$ cat src/rtl/wheel_step_sequencer_pkg.sv
`default_nettype none
// ============================================================================
// Module   : wheel_step_sequencer_pkg
// Brief    : Shared physics types: sequencer state encoding and drive width.
// Revision : 1.0
// ============================================================================
package wheel_step_sequencer_pkg;

  localparam int DRIVE_W = 3;

  typedef enum logic [2:0] {
    ST_IDLE   = 3'd0,
    ST_LAUNCH = 3'd1,
    ST_WAIT   = 3'd2,
    ST_COMMIT = 3'd3,
    ST_NEXT   = 3'd4,
    ST_DONE   = 3'd5
  } seq_state_t;

  // Select width with a floor of one bit so single-entry configurations still elaborate.
  function automatic int sel_width(input int n);
    return (n <= 2) ? 1 : $clog2(n);
  endfunction

endpackage
`default_nettype wire

$ cat src/rtl/wheel_step_sequencer_if.sv
`default_nettype none
// ============================================================================
// Module   : wheel_step_sequencer_if
// Brief    : Control/engine handshake bundle between frame source and sequencer.
// Revision : 1.0
// ============================================================================
interface wheel_step_sequencer_if
  import wheel_step_sequencer_pkg::*;
#(
  parameter int WSEL = 1,
  parameter int SSEL = 1
);

  logic                      frame_tick_in;
  logic                      enable_in;
  logic signed [DRIVE_W-1:0] drive_in;
  logic                      eng_done_in;
  logic                      err_clear_in;
  logic                      eng_begin_out;
  logic [WSEL-1:0]           eng_wheel_out;
  logic signed [DRIVE_W-1:0] eng_drive_out;
  logic                      commit_out;
  logic [WSEL-1:0]           commit_wheel_out;
  logic [SSEL-1:0]           substep_out;
  logic                      busy_out;
  logic                      frame_done_out;
  logic                      overrun_out;
  logic                      timeout_out;

  modport master (
    output frame_tick_in, enable_in, drive_in, eng_done_in, err_clear_in,
    input  eng_begin_out, eng_wheel_out, eng_drive_out, commit_out,
           commit_wheel_out, substep_out, busy_out, frame_done_out,
           overrun_out, timeout_out
  );

  modport slave (
    input  frame_tick_in, enable_in, drive_in, eng_done_in, err_clear_in,
    output eng_begin_out, eng_wheel_out, eng_drive_out, commit_out,
           commit_wheel_out, substep_out, busy_out, frame_done_out,
           overrun_out, timeout_out
  );

endinterface
`default_nettype wire

$ cat src/rtl/wheel_step_sequencer_step_watchdog.sv
`default_nettype none
// ============================================================================
// Module   : step_watchdog
// Brief    : Per-pass wait timer; saturates at TIMEOUT, flags the final wait cycle.
// Revision : 1.0
// ============================================================================
module step_watchdog #(
  parameter int TIMEOUT = 4096
) (
  input  wire logic clk_in,
  input  wire logic rst_in,
  input  wire logic clear,
  input  wire logic count_en,
  output logic      expired
);

  localparam int            TW    = $clog2(TIMEOUT + 1);
  localparam logic [TW-1:0] LIMIT = TW'(TIMEOUT);
  localparam logic [TW-1:0] FINAL = TW'(TIMEOUT - 1);

  logic [TW-1:0] timer;

  always_ff @(posedge clk_in) begin
    if (!rst_in) begin
      timer <= '0;
    end else if (clear) begin
      timer <= '0;
    end else if (count_en && (timer != LIMIT)) begin
      timer <= timer + TW'(1);
    end
  end

  // High on the TIMEOUT-th consecutive silent wait cycle.
  assign expired = count_en && (timer == FINAL);

endmodule
`default_nettype wire

$ cat src/rtl/wheel_step_sequencer.sv
`default_nettype none
// ============================================================================
// Module   : wheel_step_sequencer
// Brief    : Time-shares one wheel-update engine across wheels and substeps per frame.
// Revision : 1.0
// ============================================================================
module wheel_step_sequencer
  import wheel_step_sequencer_pkg::*;
#(
  parameter int NUM_WHEELS = 2,
  parameter int SUBSTEPS   = 4,
  parameter int TIMEOUT    = 4096,
  parameter int WSEL       = sel_width(NUM_WHEELS),
  parameter int SSEL       = sel_width(SUBSTEPS)
) (
  input wire logic              clk_in,
  input wire logic              rst_in,
  wheel_step_sequencer_if.slave bus
);

  localparam logic [WSEL-1:0] LAST_WHEEL   = WSEL'(NUM_WHEELS - 1);
  localparam logic [SSEL-1:0] LAST_SUBSTEP = SSEL'(SUBSTEPS - 1);

  seq_state_t                state;
  logic [WSEL-1:0]           wheel;
  logic [SSEL-1:0]           substep;
  logic signed [DRIVE_W-1:0] drive;
  logic                      begin_q;
  logic                      commit_q;
  logic [WSEL-1:0]           commit_wheel_q;
  logic                      busy_q;
  logic                      frame_done_q;
  logic                      overrun_q;
  logic                      timeout_q;

  logic wd_clear;
  logic wd_count;
  logic wd_expired;
  logic overrun_set;
  logic timeout_set;

  assign wd_clear    = (state == ST_LAUNCH);
  assign wd_count    = (state == ST_WAIT) && !bus.eng_done_in;
  assign overrun_set = bus.frame_tick_in && (state != ST_IDLE);
  assign timeout_set = wd_expired;

  step_watchdog #(
    .TIMEOUT (TIMEOUT)
  ) u_step_watchdog (
    .clk_in   (clk_in),
    .rst_in   (rst_in),
    .clear    (wd_clear),
    .count_en (wd_count),
    .expired  (wd_expired)
  );

  always_ff @(posedge clk_in) begin
    if (!rst_in) begin
      state          <= ST_IDLE;
      wheel          <= '0;
      substep        <= '0;
      drive          <= '0;
      begin_q        <= 1'b0;
      commit_q       <= 1'b0;
      commit_wheel_q <= '0;
      busy_q         <= 1'b0;
      frame_done_q   <= 1'b0;
      overrun_q      <= 1'b0;
      timeout_q      <= 1'b0;
    end else begin
      begin_q        <= 1'b0;
      commit_q       <= 1'b0;
      commit_wheel_q <= '0;
      frame_done_q   <= 1'b0;
      // A set event in the same cycle as a clear keeps the flag high.
      overrun_q      <= overrun_set || (overrun_q && !bus.err_clear_in);
      timeout_q      <= timeout_set || (timeout_q && !bus.err_clear_in);

      case (state)
        ST_IDLE: begin
          if (bus.frame_tick_in && bus.enable_in) begin
            state   <= ST_LAUNCH;
            drive   <= bus.drive_in;
            wheel   <= '0;
            substep <= '0;
            begin_q <= 1'b1;
            busy_q  <= 1'b1;
          end
        end
        ST_LAUNCH: begin
          state <= ST_WAIT;
        end
        ST_WAIT: begin
          if (bus.eng_done_in) begin
            state          <= ST_COMMIT;
            commit_q       <= 1'b1;
            commit_wheel_q <= wheel;
          end else if (wd_expired) begin
            state  <= ST_IDLE;
            busy_q <= 1'b0;
          end
        end
        ST_COMMIT: begin
          state <= ST_NEXT;
        end
        ST_NEXT: begin
          if (wheel != LAST_WHEEL) begin
            wheel   <= wheel + WSEL'(1);
            state   <= ST_LAUNCH;
            begin_q <= 1'b1;
          end else begin
            wheel <= '0;
            if (substep == LAST_SUBSTEP) begin
              state        <= ST_DONE;
              frame_done_q <= 1'b1;
            end else begin
              substep <= substep + SSEL'(1);
              state   <= ST_LAUNCH;
              begin_q <= 1'b1;
            end
          end
        end
        ST_DONE: begin
          state  <= ST_IDLE;
          busy_q <= 1'b0;
        end
        default: begin
          state  <= ST_IDLE;
          busy_q <= 1'b0;
        end
      endcase
    end
  end

  assign bus.eng_begin_out    = begin_q;
  assign bus.eng_wheel_out    = wheel;
  assign bus.eng_drive_out    = drive;
  assign bus.commit_out       = commit_q;
  assign bus.commit_wheel_out = commit_wheel_q;
  assign bus.substep_out      = substep;
  assign bus.busy_out         = busy_q;
  assign bus.frame_done_out   = frame_done_q;
  assign bus.overrun_out      = overrun_q;
  assign bus.timeout_out      = timeout_q;

endmodule
`default_nettype wire
$ cat src/flat_wrapper.sv
// flat-port wrapper written by rule: the top's interface ports become plain ports
module wheel_step_sequencer_flat import wheel_step_sequencer_pkg::*;
#(
  parameter int NUM_WHEELS = 2,
  parameter int SUBSTEPS   = 4,
  parameter int TIMEOUT    = 4096,
  parameter int WSEL       = sel_width(NUM_WHEELS),
  parameter int SSEL       = sel_width(SUBSTEPS)
)
  (clk_in, rst_in, bus_frame_tick_in, bus_enable_in, bus_drive_in, bus_eng_done_in, bus_err_clear_in, bus_eng_begin_out, bus_eng_wheel_out, bus_eng_drive_out, bus_commit_out, bus_commit_wheel_out, bus_substep_out, bus_busy_out, bus_frame_done_out, bus_overrun_out, bus_timeout_out);
  wheel_step_sequencer_if #(.WSEL(WSEL), .SSEL(SSEL)) bus_i ();
  input wire logic clk_in;
  input wire logic rst_in;
  input wire logic [$bits(bus_i.frame_tick_in)-1:0] bus_frame_tick_in;
  input wire logic [$bits(bus_i.enable_in)-1:0] bus_enable_in;
  input wire logic [$bits(bus_i.drive_in)-1:0] bus_drive_in;
  input wire logic [$bits(bus_i.eng_done_in)-1:0] bus_eng_done_in;
  input wire logic [$bits(bus_i.err_clear_in)-1:0] bus_err_clear_in;
  output wire logic [$bits(bus_i.eng_begin_out)-1:0] bus_eng_begin_out;
  output wire logic [$bits(bus_i.eng_wheel_out)-1:0] bus_eng_wheel_out;
  output wire logic [$bits(bus_i.eng_drive_out)-1:0] bus_eng_drive_out;
  output wire logic [$bits(bus_i.commit_out)-1:0] bus_commit_out;
  output wire logic [$bits(bus_i.commit_wheel_out)-1:0] bus_commit_wheel_out;
  output wire logic [$bits(bus_i.substep_out)-1:0] bus_substep_out;
  output wire logic [$bits(bus_i.busy_out)-1:0] bus_busy_out;
  output wire logic [$bits(bus_i.frame_done_out)-1:0] bus_frame_done_out;
  output wire logic [$bits(bus_i.overrun_out)-1:0] bus_overrun_out;
  output wire logic [$bits(bus_i.timeout_out)-1:0] bus_timeout_out;
  assign bus_i.frame_tick_in = bus_frame_tick_in;
  assign bus_i.enable_in = bus_enable_in;
  assign bus_i.drive_in = bus_drive_in;
  assign bus_i.eng_done_in = bus_eng_done_in;
  assign bus_i.err_clear_in = bus_err_clear_in;
  assign bus_eng_begin_out = bus_i.eng_begin_out;
  assign bus_eng_wheel_out = bus_i.eng_wheel_out;
  assign bus_eng_drive_out = bus_i.eng_drive_out;
  assign bus_commit_out = bus_i.commit_out;
  assign bus_commit_wheel_out = bus_i.commit_wheel_out;
  assign bus_substep_out = bus_i.substep_out;
  assign bus_busy_out = bus_i.busy_out;
  assign bus_frame_done_out = bus_i.frame_done_out;
  assign bus_overrun_out = bus_i.overrun_out;
  assign bus_timeout_out = bus_i.timeout_out;
  wheel_step_sequencer #(.NUM_WHEELS(NUM_WHEELS), .SUBSTEPS(SUBSTEPS), .TIMEOUT(TIMEOUT), .WSEL(WSEL), .SSEL(SSEL)) u_core (.clk_in(clk_in), .rst_in(rst_in), .bus(bus_i));
endmodule
$ cat config.mk
export PLATFORM = sky130hd
export DESIGN_NAME = wheel_step_sequencer_flat
export DESIGN_NICKNAME = d
export VERILOG_FILES = /design/src/rtl/wheel_step_sequencer_pkg.sv /design/src/rtl/wheel_step_sequencer_if.sv /design/src/rtl/wheel_step_sequencer_step_watchdog.sv /design/src/rtl/wheel_step_sequencer.sv /design/src/flat_wrapper.sv
export SDC_FILE = /design/constraint.sdc
export NUM_CORES = 1
export LEC_CHECK = 0
export BUFFER_PORTS_ARGS = -buffer_cell sky130_fd_sc_hd__clkbuf_2
export CAP_MARGIN = 25
export CORE_ASPECT_RATIO = 0.8
export CORE_MARGIN = 1
export CORE_UTILIZATION = 40
export DETAILED_ROUTE_END_ITERATION = 16
export PLACE_DENSITY = 0.59
export SLEW_MARGIN = 5
export SYNTH_ARGS = -nofsm -noshare
export SYNTH_HDL_FRONTEND = slang
export SYNTH_HIERARCHICAL = 1
export SYNTH_SLANG_ARGS = --single-unit
$ cat constraint.sdc
create_clock -name clk_in -period 3.9 [get_ports clk_in]
set_input_delay 0.39 -clock clk_in [delete_from_list [all_inputs] [get_ports clk_in]]
set_output_delay 0.39 -clock clk_in [all_outputs]
set_load 0.005 [all_outputs]
==> impl_metrics.json <==
{
  "core-area_um2": 3450,
  "clkPwrFrac_pct": 40.7,
  "postCtsSetupRepairBufs": 0,
  "synth_xor_area_share_pct": 1.80,
  "synthSimpleGateAreaFrac_pct": 33.6,
  "worst_slew_pin_slew_ns": 0.869,
  "area_delta_synth_final_pct": 13.7,
  "grt_pass1_wl_um": 4970,
  "antenna_left": 0,
  "drt_iter0_markers": 79,
  "start_kind": "flop",
  "p_comb_share_pct": 7.3,
  "insertedDiodeCount": 0,
  "max_cap_viol_count": 0,
  "drt-total-wl_um": 2900,
  "synth_edf_count": 0,
  "synth_fa_ha_area_share_pct": 2.58,
  "root_buffer": "clkbuf_8",
  "min_from": "bus_drive_in[1]",
  "fin_area_um2": 1660,
  "grt_antenna_before_repair": 0,
  "regArea_um2": 581,
  "fillers": 321,
  "dpl-instance-area_um2": 1570,
  "syn-cell-area_um2": 1460,
  "numCtsBuffers": 5,
  "fin_crit_sh_pct": 54.5,
  "final.setup.worst_slack_ns": 1.77,
  "swShare_pct": 25.2,
  "synth-seq-cells": 29,
  "synth-compound-area-share_pct": 14.3,
  "firstDrtPassIters": 4,
  "status": "finished, final reports clean",
  "cts_num_sinks": 29,
  "synth_common_cells": "29 x dfxtp_1, 19 x nand2_1, 8 x nand2b_1, 8 x nand4_1",
  "ys_seq_area_share_pct": 39.9,
  "vias": 1221,
  "synth_top_family_by_area": "simple AND/OR/NAND/NOR gates",
  "maxSlewViolCount": 0,
  "finalClockSkew_ns": 0.00756,
  "synth_area_leader_cell": "dfxtp_1",
  "ys_warn_count": 6,
  "grt.overflow.total": 0,
  "routabilityCongestion": 0.824,
  "intPower_uw": 443,
  "wl_per_cell_um": 12.9,
  "drc": 0,
  "die_y_um": 56.0,
  "synthFlopType": "dfxtp_1",
  "cts_tree": "yes",
  "fin_crit_ns": 2.13,
  "grt_usage_pct": 16.8,
  "multi_input_area_um2": 812,
  "dpl.cell_count": 217,
  "ys_async_sr_fraction_pct": 0,
  "place_hpwl_um": 2100,
  "synth_nets": 173,
  "hold_violations": 0,
  "post_route_cells_drive_above_1_share_pct": 19.7,
  "vdd_drop_max_v": 0.000199,
  "power_density_nw_per_um2": 358,
  "critPathArrivalTime_ns": 2.30,
  "ys_top_cells_by_area": "dfxtp_1 40%, nand2_1 4.9%, nor4_4 4.4%, mux2i_1 3.4%, nand2b_1 3.4%",
  "rows": 19,
  "synthDistinctLibCells": 41,
  "first_global_vias": 1105,
  "path_clk_slew_ns": 0.07,
  "die-area_um2": 3890,
  "syn_avg_cell_area_um2": 9.05,
  "grt_max_degree": 20,
  "rsz0062_at_grt": "no",
  "yosysMostFrequentCell": "dfxtp_1",
  "crit_fanout": 10,
  "finalNetCount": 194,
  "stdcell_count": 225,
  "insertion_delay_ns": 0.28,
  "switching_power_uw": 149,
  "worstSetupStartpoint": "u_core/state[2]$_SDFFE_PN0P_",
  "relSlewSlack_pct": 41.9,
  "h-tree-depth": 2,
  "p_seq_share_pct": 52.0,
  "max-clock-path-buffers": 2,
  "port_buffers": 21,
  "pre_cts_slack_ns": 1.77,
  "setup_tns_ns": 0,
  "start_util_pct": 42.3,
  "synth.top_cell.area_share_pct": 39.9,
  "end_kind": "flop",
  "viasPerCell": 5.43,
  "p_leak_nw": 0.646,
  "ctsResizeCount": 0,
  "min_path_type": "in -> reg",
  "muxShareOfSynthArea_pct": 3.44,
  "finalSetupViolCount": 0,
  "r2r_start": "u_core/state[2]$_SDFFE_PN0P_",
  "ios": 22,
  "max_freq_mhz": 470,
  "setup.worst_path.class": "reg -> reg",
  "hold_buffers": 0,
  "required_ns": 4.08,
  "syn_inst": 161,
  "holdWs_ns": 0.344,
  "die_w_um": 69.5
}
## flip-flops by register name (all words and copies together) (netlist names)
name                          count
u_core/bus.commit_wheel_out       1
u_core/bus.commit_out             1
u_core/bus.overrun_out            1
u_core/bus.eng_begin_out          1
u_core/u_step_watchdog/timer     13
u_core/bus.substep_out            2
u_core/bus.timeout_out            1
u_core/bus.busy_out               1
u_core/bus.eng_wheel_out          1
u_core/bus.eng_drive_out          3
u_core/state                      3
u_core/bus.frame_done_out         1
## cells in the final DEF, fill, tap and decap left out, drive strengths merged
cell type / n
o32ai: 1
ha: 3
a32oi: 1
clkinv: 2
and3: 1
xnor2: 1
mux2i: 5
nand3: 6
o211a: 1
dfxtp: 29
nand2b: 8
nor4b: 2
o21a: 1
a21oi: 7
a2bb2oi: 1
clkbuf: 26
nand4: 9
a21boi: 4
o311ai: 2
nor3b: 4
and4: 1
and2: 1
nor2b: 7
or3: 5
a311o: 1
o22ai: 3
inv: 5
nor2: 6
clkinvlp: 1
o41ai: 2
or3b: 1
nand2: 19
o21ai: 6
nor3: 1
nor4: 5
and2b: 2
xor2: 2
a31oi: 1
## kinds of logic after synthesis
| family | Yosys count |
|---|---|
| AND/OR/NAND/NOR | 78 |
| adder cells (fa/ha/maj) | 3 |
| buffers and inverters | 12 |
| flip-flops | 29 |
| multiplexers | 5 |
| AO/OA/AOI/OAI | 31 |
| XOR/XNOR | 3 |
## cell type report
class	count	share of cell area [%]
multi-input cells	120	49.1
clock inverters	3	1.06
well taps	42	3.17
inverters	5	1.13
repair buffers	21	6.35
clock buffers	5	4.16
flip-flops and latches	29	35.1
## routing by layer
layer / global-route usage (%) / part of all wire (%) / vias to the layer above
met5: 0 / 0 / -
met2: 20.8 / 42 / 28
met1: 23.6 / 51 / 562
li1: - / - / 627
met3: 8.51 / 6.0 / 4
met4: 7.87 / 0.90 / 0
## worst paths after layout
| path | to | slack [ns] | depth (start not counted) |
|---|---|---|---|
| worst max-delay path | u_core/bus.busy_out$_SDFFE_PN0P_ | 1.77 | 8 |
| worst min-delay path | u_core/bus.eng_drive_out[1]$_SDFFE_PN0P_ | 0.34 | 3 |
| worst max register to register | u_core/bus.busy_out$_SDFFE_PN0P_ | 1.77 | 8 |
| worst min register to register | u_core/bus.eng_drive_out[2]$_SDFFE_PN0P_ | 0.48 | 2 |
## power by group through the flow
stage          Clock, mW  Combinational, mW  Sequential, mW
2_1_floorplan          0             0.0309           0.311
3_3_place_gp           0             0.0434           0.314
3_5_place_dp           0             0.0434           0.314
4_1_cts            0.251             0.0436           0.308
5_1_grt            0.268             0.0488           0.308
6_report           0.241             0.0432           0.308
## critical path: stages (launching register included)
cell      delay (ns)
dfxtp_1         0.39
nor2_1          0.16
nand2_1         0.07
nor2_1          0.43
nand2b_1        0.10
nor4_1          0.39
nor3b_1         0.24
o22ai_1         0.11
o211a_1         0.14
## metrics by stage
stage	utilization [%]	power, mW
after CTS	48.0	0.602
after global placement	45.5	0.357
after detailed placement	45.5	0.358
after global routing	48.0	0.626
after floorplan	-	0.342
final	48.0	0.592
No activity file was read; power rests on OpenSTA's default activity.
